==> src/rtl/sync_period_meter.sv <==
// rtl/sync_period_meter.sv - sync glitch filter with start/end pulses, period/width meter and lock detector
// Operates entirely in i_clk; i_sync must already be synchronised.
module sync_period_meter #(
  parameter int CNT_W      = 16,
  parameter int GLITCH_LEN = 2,
  parameter int LOCK_CNT   = 4,
  parameter int TOL        = 2
) (
  input  logic             i_clk,
  input  logic             i_rst_n,
  input  logic             i_sync,
  input  logic             i_active_low,
  input  logic             i_clr,
  output logic             o_start,
  output logic             o_end,
  output logic [CNT_W-1:0] o_period,
  output logic [CNT_W-1:0] o_width,
  output logic             o_valid,
  output logic             o_locked,
  output logic             o_timeout
);

  localparam int GW = $clog2(GLITCH_LEN + 1);
  localparam int MW = $clog2(LOCK_CNT + 1);
  localparam logic [CNT_W-1:0] CMAX    = '1;
  localparam logic [CNT_W-1:0] CMAX_M1 = CMAX - 1'b1;
  localparam logic [CNT_W:0]   TOL_V   = (CNT_W + 1)'(TOL);

  typedef enum logic [1:0] {IDLE, ARMED, MEASURE, LOCKED} state_t;

  state_t           state;
  logic             act_r;
  logic             filt;
  logic [GW-1:0]    gcnt;
  logic [CNT_W-1:0] cnt;
  logic [MW-1:0]    match_cnt;

  logic             disagree;
  logic             flip;
  logic             start_ev;
  logic             end_ev;
  logic [CNT_W-1:0] cnt_inc;
  logic [MW-1:0]    match_cnt_inc;
  logic [CNT_W:0]   cur_ext;
  logic [CNT_W:0]   prev_ext;
  logic [CNT_W:0]   diff;
  logic             is_match;

  // The filtered level flips only on the sample after GLITCH_LEN disagreeing ones.
  assign disagree = (act_r != filt);
  assign flip     = disagree && (gcnt == GW'(GLITCH_LEN));
  assign start_ev = flip && !filt;
  assign end_ev   = flip && filt;

  assign cnt_inc       = (cnt == CMAX) ? CMAX : cnt + 1'b1;
  assign match_cnt_inc = match_cnt + 1'b1;
  assign cur_ext       = {1'b0, cnt_inc};
  assign prev_ext      = {1'b0, o_period};
  assign diff          = (cur_ext >= prev_ext) ? (cur_ext - prev_ext) : (prev_ext - cur_ext);
  assign is_match      = (diff <= TOL_V);

  always_ff @(posedge i_clk or negedge i_rst_n) begin
    if (!i_rst_n) begin
      act_r   <= 1'b0;
      filt    <= 1'b0;
      gcnt    <= '0;
      o_start <= 1'b0;
      o_end   <= 1'b0;
    end else begin
      act_r   <= i_sync ^ i_active_low;
      o_start <= start_ev;
      o_end   <= end_ev;
      if (flip) begin
        filt <= ~filt;
        gcnt <= '0;
      end else if (disagree) begin
        gcnt <= gcnt + 1'b1;
      end else begin
        gcnt <= '0;
      end
    end
  end

  // Measurement FSM; the filter above keeps running through i_clr.
  always_ff @(posedge i_clk or negedge i_rst_n) begin
    if (!i_rst_n) begin
      state     <= IDLE;
      cnt       <= '0;
      match_cnt <= '0;
      o_period  <= '0;
      o_width   <= '0;
      o_valid   <= 1'b0;
      o_locked  <= 1'b0;
      o_timeout <= 1'b0;
    end else begin
      o_valid   <= 1'b0;
      o_timeout <= 1'b0;
      if (i_clr) begin
        state     <= IDLE;
        cnt       <= '0;
        match_cnt <= '0;
        o_locked  <= 1'b0;
      end else begin
        cnt <= start_ev ? '0 : cnt_inc;
        if (end_ev && (state != IDLE)) begin
          o_width <= cnt_inc;
        end
        if (start_ev) begin
          case (state)
            IDLE: state <= ARMED;
            ARMED: begin
              o_period  <= cnt_inc;
              o_valid   <= 1'b1;
              match_cnt <= '0;
              state     <= MEASURE;
            end
            MEASURE: begin
              o_period <= cnt_inc;
              o_valid  <= 1'b1;
              if (is_match) begin
                match_cnt <= match_cnt_inc;
                if (match_cnt_inc == MW'(LOCK_CNT)) begin
                  state    <= LOCKED;
                  o_locked <= 1'b1;
                end
              end else begin
                match_cnt <= '0;
              end
            end
            LOCKED: begin
              o_period <= cnt_inc;
              o_valid  <= 1'b1;
              if (!is_match) begin
                state     <= MEASURE;
                match_cnt <= '0;
                o_locked  <= 1'b0;
              end
            end
            default: state <= IDLE;
          endcase
        end else if ((state != IDLE) && (cnt == CMAX_M1)) begin
          // Counter saturates on this edge: the line is gone.
          o_timeout <= 1'b1;
          state     <= IDLE;
          match_cnt <= '0;
          o_locked  <= 1'b0;
        end
      end
    end
  end

endmodule
==> config.mk <==
export PLATFORM = sky130hd
export DESIGN_NAME = sync_period_meter
export DESIGN_NICKNAME = d
export VERILOG_FILES = /design/src/rtl/sync_period_meter.sv
export SDC_FILE = /design/constraint.sdc
export NUM_CORES = 1
export LEC_CHECK = 0
export BUFFER_PORTS_ARGS = -buffer_cell sky130_fd_sc_hd__clkbuf_2
export CAP_MARGIN = 0
export CORE_MARGIN = 4
export CORE_UTILIZATION = 55
export DETAILED_ROUTE_END_ITERATION = 16
export GPL_TIMING_DRIVEN = 0
export PLACE_DENSITY = 0.75
export SKIP_LAST_GASP = 1
export SYNTH_ARGS = -nofsm -noshare
export SYNTH_HDL_FRONTEND = slang
export SYNTH_SLANG_ARGS = --single-unit
==> constraint.sdc <==
create_clock -name i_clk -period 6.65 [get_ports i_clk]
set_input_delay 1.33 -clock i_clk [delete_from_list [all_inputs] [get_ports i_clk]]
set_output_delay 1.33 -clock i_clk [all_outputs]
set_load 0.05 [all_outputs]
# Word level (Yosys, flattened, before mapping)
# Cells that the tools add are included.
[classes]
add_sub_neg = 5
order_cmp = 2
eq_ne = 13
mux = 32
bitwise_logic = 3
n_reduce_logical = 15
[op_table]
columns = ["operator", "n"]
rows = [
  ["$mux 16", 3],
  ["$sub 16x16->17", 2],
  ["$eq 16x16->1 const B", 2],
  ["$le 17x2->1 const B", 1],
  ["$mux 17", 1],
  ["$add 16x1->16 const B", 1],
  ["$ge 16x16->1", 1],
  ["$mux 2", 8],
  ["$mux 3", 5],
  ["$mux 1", 12],
  ["$ne 4x4->1 const B", 3],
  ["$pmux 3 s3", 1],
  ["$pmux 2 s4", 1],
  ["$eq 2x2->1 const B", 3],
  ["$reduce_and 3->1", 2],
  ["$logic_and 1x1->1", 5],
  ["$ne 5x2->1 const B", 1],
  ["$reduce_and 5->1", 1],
  ["$ne 4x2->1 const B", 1],
  ["$reduce_and 4->1", 1],
  ["$add 3x1->3 const B", 1],
  ["$eq 3x3->1 const B", 1],
  ["$reduce_bool 3->1", 1],
  ["$reduce_or 3->1", 1],
  ["other kinds (10)", 11],
]
[word_totals]
ff_bits = 62
in_bits = 5
output_inout_bits = 37
elab_cells = 83

# Longest topological paths before layout
# Gate-level depths: netlist of the first run.
[logic_depth]
depth_word = 9
mapped_depth = 21
depth_no_buf = 20

# Worst setup path before layout of the first run
# Ideal clock, no wire load.
[synth_path]
kind = "register to register"
startpoint = "register cnt[0]"
endpoint = "register state[1]"
setup_time_ps = 124
t_arrival_ps = 4144
required_ps = 6526
setup_slack_ps = 2381
path_stages_with_launch = 20
path_buffers = 0
synth_period_minus_slack_ps = 4269
path_cell_list = "dfrtp_1 -> ha_1 -> nand3_1 -> nor2_1 -> nand3_1 -> nor3_1 -> xnor2_1 -> a21oi_1 -> inv_1 -> ha_1 -> and2_4 -> a221oi_2 -> o41a_4 -> nand2_4 -> or2_1 -> o32ai_2 -> o21ai_1 -> or3_1 -> a211o_1 -> o2bb2ai_1"
[synth_between]
elab_chain_cells = 7
word_cells_on_any_way = 14
classes_between = "add/sub: 3; order compare: 2; eq/ne: 4; mux: 2; reduce/logical: 3"
[synth_rtl]
columns = ["element", "line", "text"]
rows = [
  ["start: declaration", "35", "logic [CNT_W-1:0] cnt;"],
  ["start signal: assignment", "104", "cnt <= start_ev ? '0 : cnt_inc;"],
  ["$add 16x1->16 / $eq 16x16->1 (equally long branches)", "55", "assign cnt_inc = (cnt == CMAX) ? CMAX : cnt + 1'b1;"],
  ["$mux 16 *", "55", ""],
  ["named net cnt_inc[14]", "42", "logic [CNT_W-1:0] cnt_inc;"],
  ["$sub 16x16->17 / $ge 16x16->1 (equally long branches)", "59", "assign diff = (cur_ext >= prev_ext) ? (cur_ext - prev_ext) : (prev_ext - cur_ext);"],
  ["$mux 17 *", "59", ""],
  ["$le 17x2->1 *", "60", "assign is_match = (diff <= TOL_V);"],
  ["$ne 4x4->1 (no source line)", "n/a", ""],
  ["$reduce_and 4->1 (no source line) *", "n/a", ""],
  ["end signal: assignment", "87", "state <= IDLE;"],
  ["end signal: assignment", "99", "state <= IDLE;"],
  ["end signal: assignment", "110", "IDLE: state <= ARMED;"],
  ["end: declaration", "31", "state_t state;"],
]
# The timed path passes the listed nets; every way through them passes the cells marked *.
# A chain may end at the register's enable or synchronous reset.

# Worst setup path after layout of the first run
# Same ends and word-level chain as after synthesis.

==> impl_results.md, run 1 <==
- Worst skew pair latency: 350 ps
- Ys async rst share: 1.00
- Core ar.: approximately 8300 sq um
- Worst slew margin: 0.447
- Width of the die: 101 um
- PwrDens: 254 nW/um^2
- CTS clk-pin slew, worst paths: around 80 ps
- Number of remaining DRC errors: 0
- Grt ovf: 0
- Post-route cell area: roughly 5300 sq um
- Max Cap Viol: 0
- VDD IR-drop max: between 0.15 and 0.2 mV
- Syn Inst Count: roughly 560
- Post-layout nets: roughly 660
- Outcome: finished clean
- Most common cell after layout, fill and taps aside: nand2_1
- Vias in the first global route: 4,127
- Crit-path max cell delay: about 420 ps
- Sequential share of power: 0.334
- CP Class: reg2reg
- Die Ht: 101 um
- Pre-CTS WS: approximately 1600 ps
- Leak: around 0.0026 uW
- Initial antenna violation count: 0
- Area delta synth->final: 11.4%
- Fmax: just under 200 MHz
- Overall Global Routing Usage: 0.249
- Post-Syn Area per Cell: 8.45 sq um
- Row cnt: 33
- EDFF count, synth: 0
- Clk sinks: between 60 and 70
- First-pass GRT wire length: approximately 20,000 um
- Net Sw Frac: 0.416
- Port-buffer cells: 41
- Int Power: between 700 and 800 uW
- Inserted Diodes: 0
- 1st-iter DRT viols: 219
- Maximum root-to-sink buffer count: 2
- Unrepaired setup endpoints after global routing: no
- Crit-path cells: ha_1 > nand3_1 > nor2_1 > nand3_1 > nor3_1 > xnor2_1 > a21oi_1 > inv_1 > ha_1 > and2_4 > a221oi_2 > o41a_4 > nand2_4 > or2_1 > o32ai_2 > o21ai_1 > or3_1 > a211o_1 > o2bb2ai_1
- Syn. warnings: 0
- Worst Clk Skew: approximately 16 ps
- Fin Setup TNS: 0 ps
- Routed vias/inst: around 5.9
- Crit share post-route: 0.768
- CTS-repair resized insts: 0
- Synth area leader: dfrtp_1
- Clock share of power: 0.253
- Count of pins over their slew limit: 0
- Ys flop type: dfrtp_1
- Antenna-violating nets left: 0
- Post-synthesis sequential area ratio: 0.329
- Worst Setup End Kind: register
- Setup WS post-layout: approximately 1500 ps
- Worst-margin pin slew: 829 ps
- Critical Path Source Type: register
- Final estimated routing congestion in global placement: between 0.9 and 1
- Die footprint: approximately 10,000 sq um
- Final Critical Period: ~5100 ps
- Area share of the largest cell type after synthesis: 0.329
- Combinational power share: 0.414
- Largest net degree at the start of global routing: 63
- Post-CTS setup buffers: 0
- Worst endpoint required time: 6880 ps
- Syn_nets: 606
- Worst path slowest cell: dfrtp_1
- Placed cell area: 5060 sq um
- Synth Register Bits: between 60 and 70
- Top post-synthesis cells by area: dfrtp_1 (33%), ha_1 (11%), o21ai_0 (5.3%)
- CTS Buf Count: 9
- Initial Util: 0.569
- Count of cell types in the netlist: 68
- Most frequent cells in the layout: nand2_1 (63), dfrtp_1 (62), inv_1 (51)
- Setup Viol. Count Final: 0
- Layout cells sized above 1: 0.148
- CP Max Fanout: 10
- Vias after detailed routing: 4,228
- Wirelength, routed: roughly 12,000 um
- CTS tree: done
- HPWL after DPL: about 9100 um
- # IOs: between 40 and 50
- Psw: approximately 550 uW
- Depth of the CTS H-tree: 3
- Hold Crit Class: reg2reg
- Crit path arrival time: 5340 ps
- Fin util: 0.633
- Root buf cell: clkbuf_8
- Routed wire per std cell: 16.5 um
- Endpoints failing hold: 0
- Initial DRT Pass Iterations: 4
- Hold-fix buffer count after cts: 0
- Syn Std Cell Area: 4720 sq um
==> metrics by stage <==
step                      std cells  total power, uW  hold slack [ps]
after global routing            721             1420              455
final                           721             1330              437
after global placement          705              980              416
after floorplan                 559              861              402
after CTS                       721             1330              441
after detailed placement        705              992              430
==> cell type report <==
cell class | instances | area (sq um)
Inverter | 51 | 191
Fill cell | 739 | 3040
Multi-Input combinational cell | 422 | 2800
Timing Repair Buffer | 41 | 208
Buffer | 24 | 183
Sequential cell | 62 | 1550
Clock buffer | 9 | 124
Tap cell | 105 | 131
Clock inverter | 7 | 73.8
==> cell usage after synthesis (5+ instances only) <==
master / instances
nand2_1: 63
dfrtp_1: 62
inv_1: 51
o21ai_0: 50
nor2_1: 45
a21oi_1: 42
ha_1: 40
nand3_1: 21
xor2_1: 13
clkbuf_1: 12
xnor2_1: 11
a21o_1: 9
o211ai_1: 8
nor3_1: 7
or3_1: 7
clkbuf_8: 6
nand4_1: 6
nor2b_1: 6
o21a_1: 5
o31ai_1: 5
==> state kept, by name, indices dropped and copies added (netlist names) <==
name,flops
gcnt,2
match_cnt,3
filt,1
o_width,16
o_valid,1
o_start,1
cnt,16
act_r,1
o_period,16
state,2
o_locked,1
o_end,1
o_timeout,1
==> power groups by stage <==
stage | clock network [uW] | registers (uW) | logic [uW]
finish | 337 | 445 | 551
global route | 361 | 451 | 606
CTS | 343 | 445 | 544
detailed placement | 0 | 453 | 540
global placement | 0 | 450 | 530
floorplan | 0 | 521 | 340
==> path summary, 6_finish.rpt <==
path,to,depth (start not counted),slack [ps],startpoint
max,state[1],19,1540,cnt[0]
min,gcnt[0],1,440,gcnt[0]
max reg2reg,state[1],19,1540,cnt[0]
min reg2reg,gcnt[0],1,440,gcnt[0]
max in group asynchronous,o_width[9],1,5010,i_rst_n
min in group asynchronous,gcnt[1],1,1090,i_rst_n
==> cells by family after synthesis <==
family	synth area share
muxes	0.00848
AOI/OAI and AO/OA	0.221
buffers and inverters	0.0792
DFF	0.329
xor gates and xnor gates	0.0445
and+or+nand+nor	0.204
adders and majority gates	0.114
==> per-layer routing <==
layer | GRT usage | up-vias | share of wire
met5 | 0 | - | 0
met4 | 0.0829 | 0 | 0.025
met3 | 0.0533 | 25 | 0.047
met2 | 0.386 | 112 | 0.46
met1 | 0.346 | 2033 | 0.47
li1 | - | 2058 | -
==> critical path: cells and delay by family, from the launching register on <==
family,cells,cell delay [ps]
AO/OA/AOI/OAI,7,1910
AND/OR/NAND/NOR,8,1850
adder cells (fa/ha/maj),2,590
flip-flops,1,420
XOR/XNOR,1,90
buffers and inverters,1,90
Note: power is estimated with default switching activity, not from simulation.
==> inputs of run 2 (changes only) <==
--- a/config.mk
+++ b/config.mk
@@ -11,7 +11,7 @@
 export CORE_UTILIZATION = 55
 export DETAILED_ROUTE_END_ITERATION = 16
 export GPL_TIMING_DRIVEN = 0
-export PLACE_DENSITY = 0.75
+export PLACE_DENSITY = 0.77
 export SKIP_LAST_GASP = 1
 export SYNTH_ARGS = -nofsm -noshare
 export SYNTH_HDL_FRONTEND = slang
==> constraint.sdc (replaced) <==
create_clock -name i_clk -period 4.2 [get_ports i_clk]
set_input_delay 0.84 -clock i_clk [delete_from_list [all_inputs] [get_ports i_clk]]
set_output_delay 0.84 -clock i_clk [all_outputs]
set_load 0.05 [all_outputs]
==> impl_results.md, run 2 (synthesis results as in run 1) <==
- Outcome: complete, but fails checks
- Failing checks: setup timing
- Critical Path Source Type: register
- PwrDens: 377 nW/um^2
- Int Power: ~1400 uW
- HPWL after DPL: around 9200 um
- Worst Clk Skew: 13.2 ps
- Grt ovf: 0
- Width of the die: 101 um
- Hold Crit Class: reg2reg
- Overall Global Routing Usage: 0.290
- Clk sinks: just over 60
- Most common cell after layout, fill and taps aside: dfrtp_1
- CP delay by family, top: compound AO/OA/AOI/OAI gates
- Largest net degree at the start of global routing: 63
- Initial antenna violation count: 0
- Crit path arrival time: between 4000 and 5000 ps
- HP Start: gcnt[0]
- Area delta synth->final: 29.9%
- Worst skew pair latency: ~350 ps
- Setup WS post-layout: -242 ps
- Psw: a little under 1000 uW
- Antenna-violating nets left: 0
- Worst hold path depth: 1
- Final estimated routing congestion in global placement: 0.910
- Leak: about 0.003 uW
- CTS tree: done
- Hold endpoint: gcnt[0]
- CTS clk-pin slew, worst paths: roughly 80 ps
- Worst Setup End Kind: register
- # IOs: 42
- Initial DRT Pass Iterations: 5
- CP Max Fanout: 10
- Worst path slowest cell: a2111o_1
- Row cnt: 33
- Initial Util: 0.569
- Routed vias/inst: about 6.2
- Post-layout nets: 703
- Depth of the CTS H-tree: 3
- Unrepaired setup endpoints after global routing: yes
- Port-buffer cells: 41
- Reg2reg end: state[1]
- Die footprint: slightly above 10,000 sq um
- Root buf cell: clkbuf_8
- Most common cell on crit path: inv_2
- Fmax: 225 MHz
- Maximum root-to-sink buffer count: 2
- R2R setup slack: -240 ps
- Max Cap Viol: 0
- Inserted Diodes: 0
- Final Critical Period: about 4400 ps
- Most frequent cells in the layout: dfrtp_1 (61), nand2_1 (59), buf_4 (47)
- Combinational power share: 0.449
- Routed wire per std cell: 19.0 um
- Crit-path cells: nand3_2 > or3_4 > inv_2 > nand4_1 > inv_2 > clkbuf_16 > a22oi_2 > inv_2 > ha_4 > buf_8 > a21o_1 > a21oi_2 > a21oi_2 > or3_1 > a2111o_1 > o22ai_2 > o21ai_4 > or3_1 > a211o_1 > o2bb2ai_1
- Worst endpoint required time: roughly 4400 ps
- Layout cells sized above 1: 0.318
- Levels on crit path: 20
- CTS Buf Count: 9
- Endpoints failing hold: 0
- Number of remaining DRC errors: 0
- Crit share post-route: 1.06
- Pre-CTS WS: -665 ps
- Vias in the first global route: between 4,000 and 5,000
- CP Class: reg2reg
- Reg2reg start: cnt[12]
- Wirelength, routed: 14,500 um
- Die Ht: just over 100 um
- Worst reg2reg path depth: 20
- Setup Viol. Count Final: 6
- Net Sw Frac: 0.416
- Worst path bufs/invs: 5
- Core ar.: about 8300 sq um
- Fin util: 0.739
- Crit-path max cell delay: roughly 430 ps
- VDD IR-drop max: roughly 0.26 mV
- Worst slew margin: 0.441
- Vias after detailed routing: approximately 4,800
- 1st-iter DRT viols: 311
- First-pass GRT wire length: 23,100 um
- Worst-margin pin slew: about 840 ps
- Sequential share of power: 0.305
- Largest registers: cnt: 16 flops, o_period: 16 flops, o_width: 16 flops
- Clock share of power: 0.245
- Count of pins over their slew limit: 0
- Fillers: roughly 570
[run 2: repair_timing]
item | 4_1_cts | 5_1_grt
hold buffers | 0 | 0
gates cloned | 0 | 0
setup endpoints to repair | 6 | 6
buffers inserted | 29 | 18
hold endpoints to repair | 0 | 0
resized for setup | 78 | 33
pin swaps | 23 | 24
[run 2: worst register-to-register path, stage by stage (launching register included)]
cell,delay [ps]
dfrtp_1,380
nand3_2,90
or3_4,410
inv_2,60
nand4_1,150
inv_2,160
clkbuf_16,190
a22oi_2,110
inv_2,90
ha_4,210
buf_8,140
a21o_1,180
a21oi_2,190
a21oi_2,100
or3_1,320
a2111o_1,430
o22ai_2,190
o21ai_4,140
or3_1,340
a211o_1,320
o2bb2ai_1,130
[run 2: worst max-delay path by stage]
stage / start / endpoint
global placement: cnt[0] / state[1]
detailed placement: cnt[2] / state[1]
global route: cnt[5] / state[1]
floorplan: cnt[0] / state[1]
finish: cnt[12] / state[1]
CTS: cnt[13] / state[1]
[run 2: routing by layer]
| layer | global-route usage | wire length, um |
|---|---|---|
| met5 | 0 | 0 |
| met4 | 0.140 | 550 |
| met3 | 0.0394 | 1070 |
| met2 | 0.458 | 6990 |
| met1 | 0.392 | 5940 |
[run 2: final cells by class]
class,instances,area [sq um],share of cell area
Tap cell,105,131,0.0214
Clock inverter,5,63.8,0.0104
Clock buffer,11,151,0.0247
Inverter,51,191,0.0312
Sequential cell,62,1550,0.253
Multi-Input combinational cell,422,3270,0.532
Buffer,22,214,0.0349
Timing Repair Buffer,88,564,0.0920
[run 2: power by group through the flow]
stage | logic, uW | clock network [uW] | registers (uW)
5_1_grt | 1130 | 599 | 714
2_1_floorplan | 538 | 0 | 825
6_report | 1040 | 568 | 706
3_3_place_gp | 844 | 0 | 713
4_1_cts | 947 | 574 | 704
3_5_place_dp | 862 | 0 | 715
[run 2: stage by stage]
| step | std cells | hold WS [ps] | TNS [ps] | cell area (sq um) | total power [uW] |
|---|---|---|---|---|---|
| 4_1_cts | 748 | 434 | -64.2 | 5850 | 2220 |
| 3_5_place_dp | 705 | 423 | -3560 | 5070 | 1580 |
| 5_1_grt | 766 | 463 | -2280 | 6130 | 2440 |
| 3_3_place_gp | 705 | 415 | -2760 | 5060 | 1560 |
| 2_1_floorplan | 559 | 402 | 0 | 4730 | 1360 |
| 6_report | 766 | 431 | -844 | 6130 | 2310 |
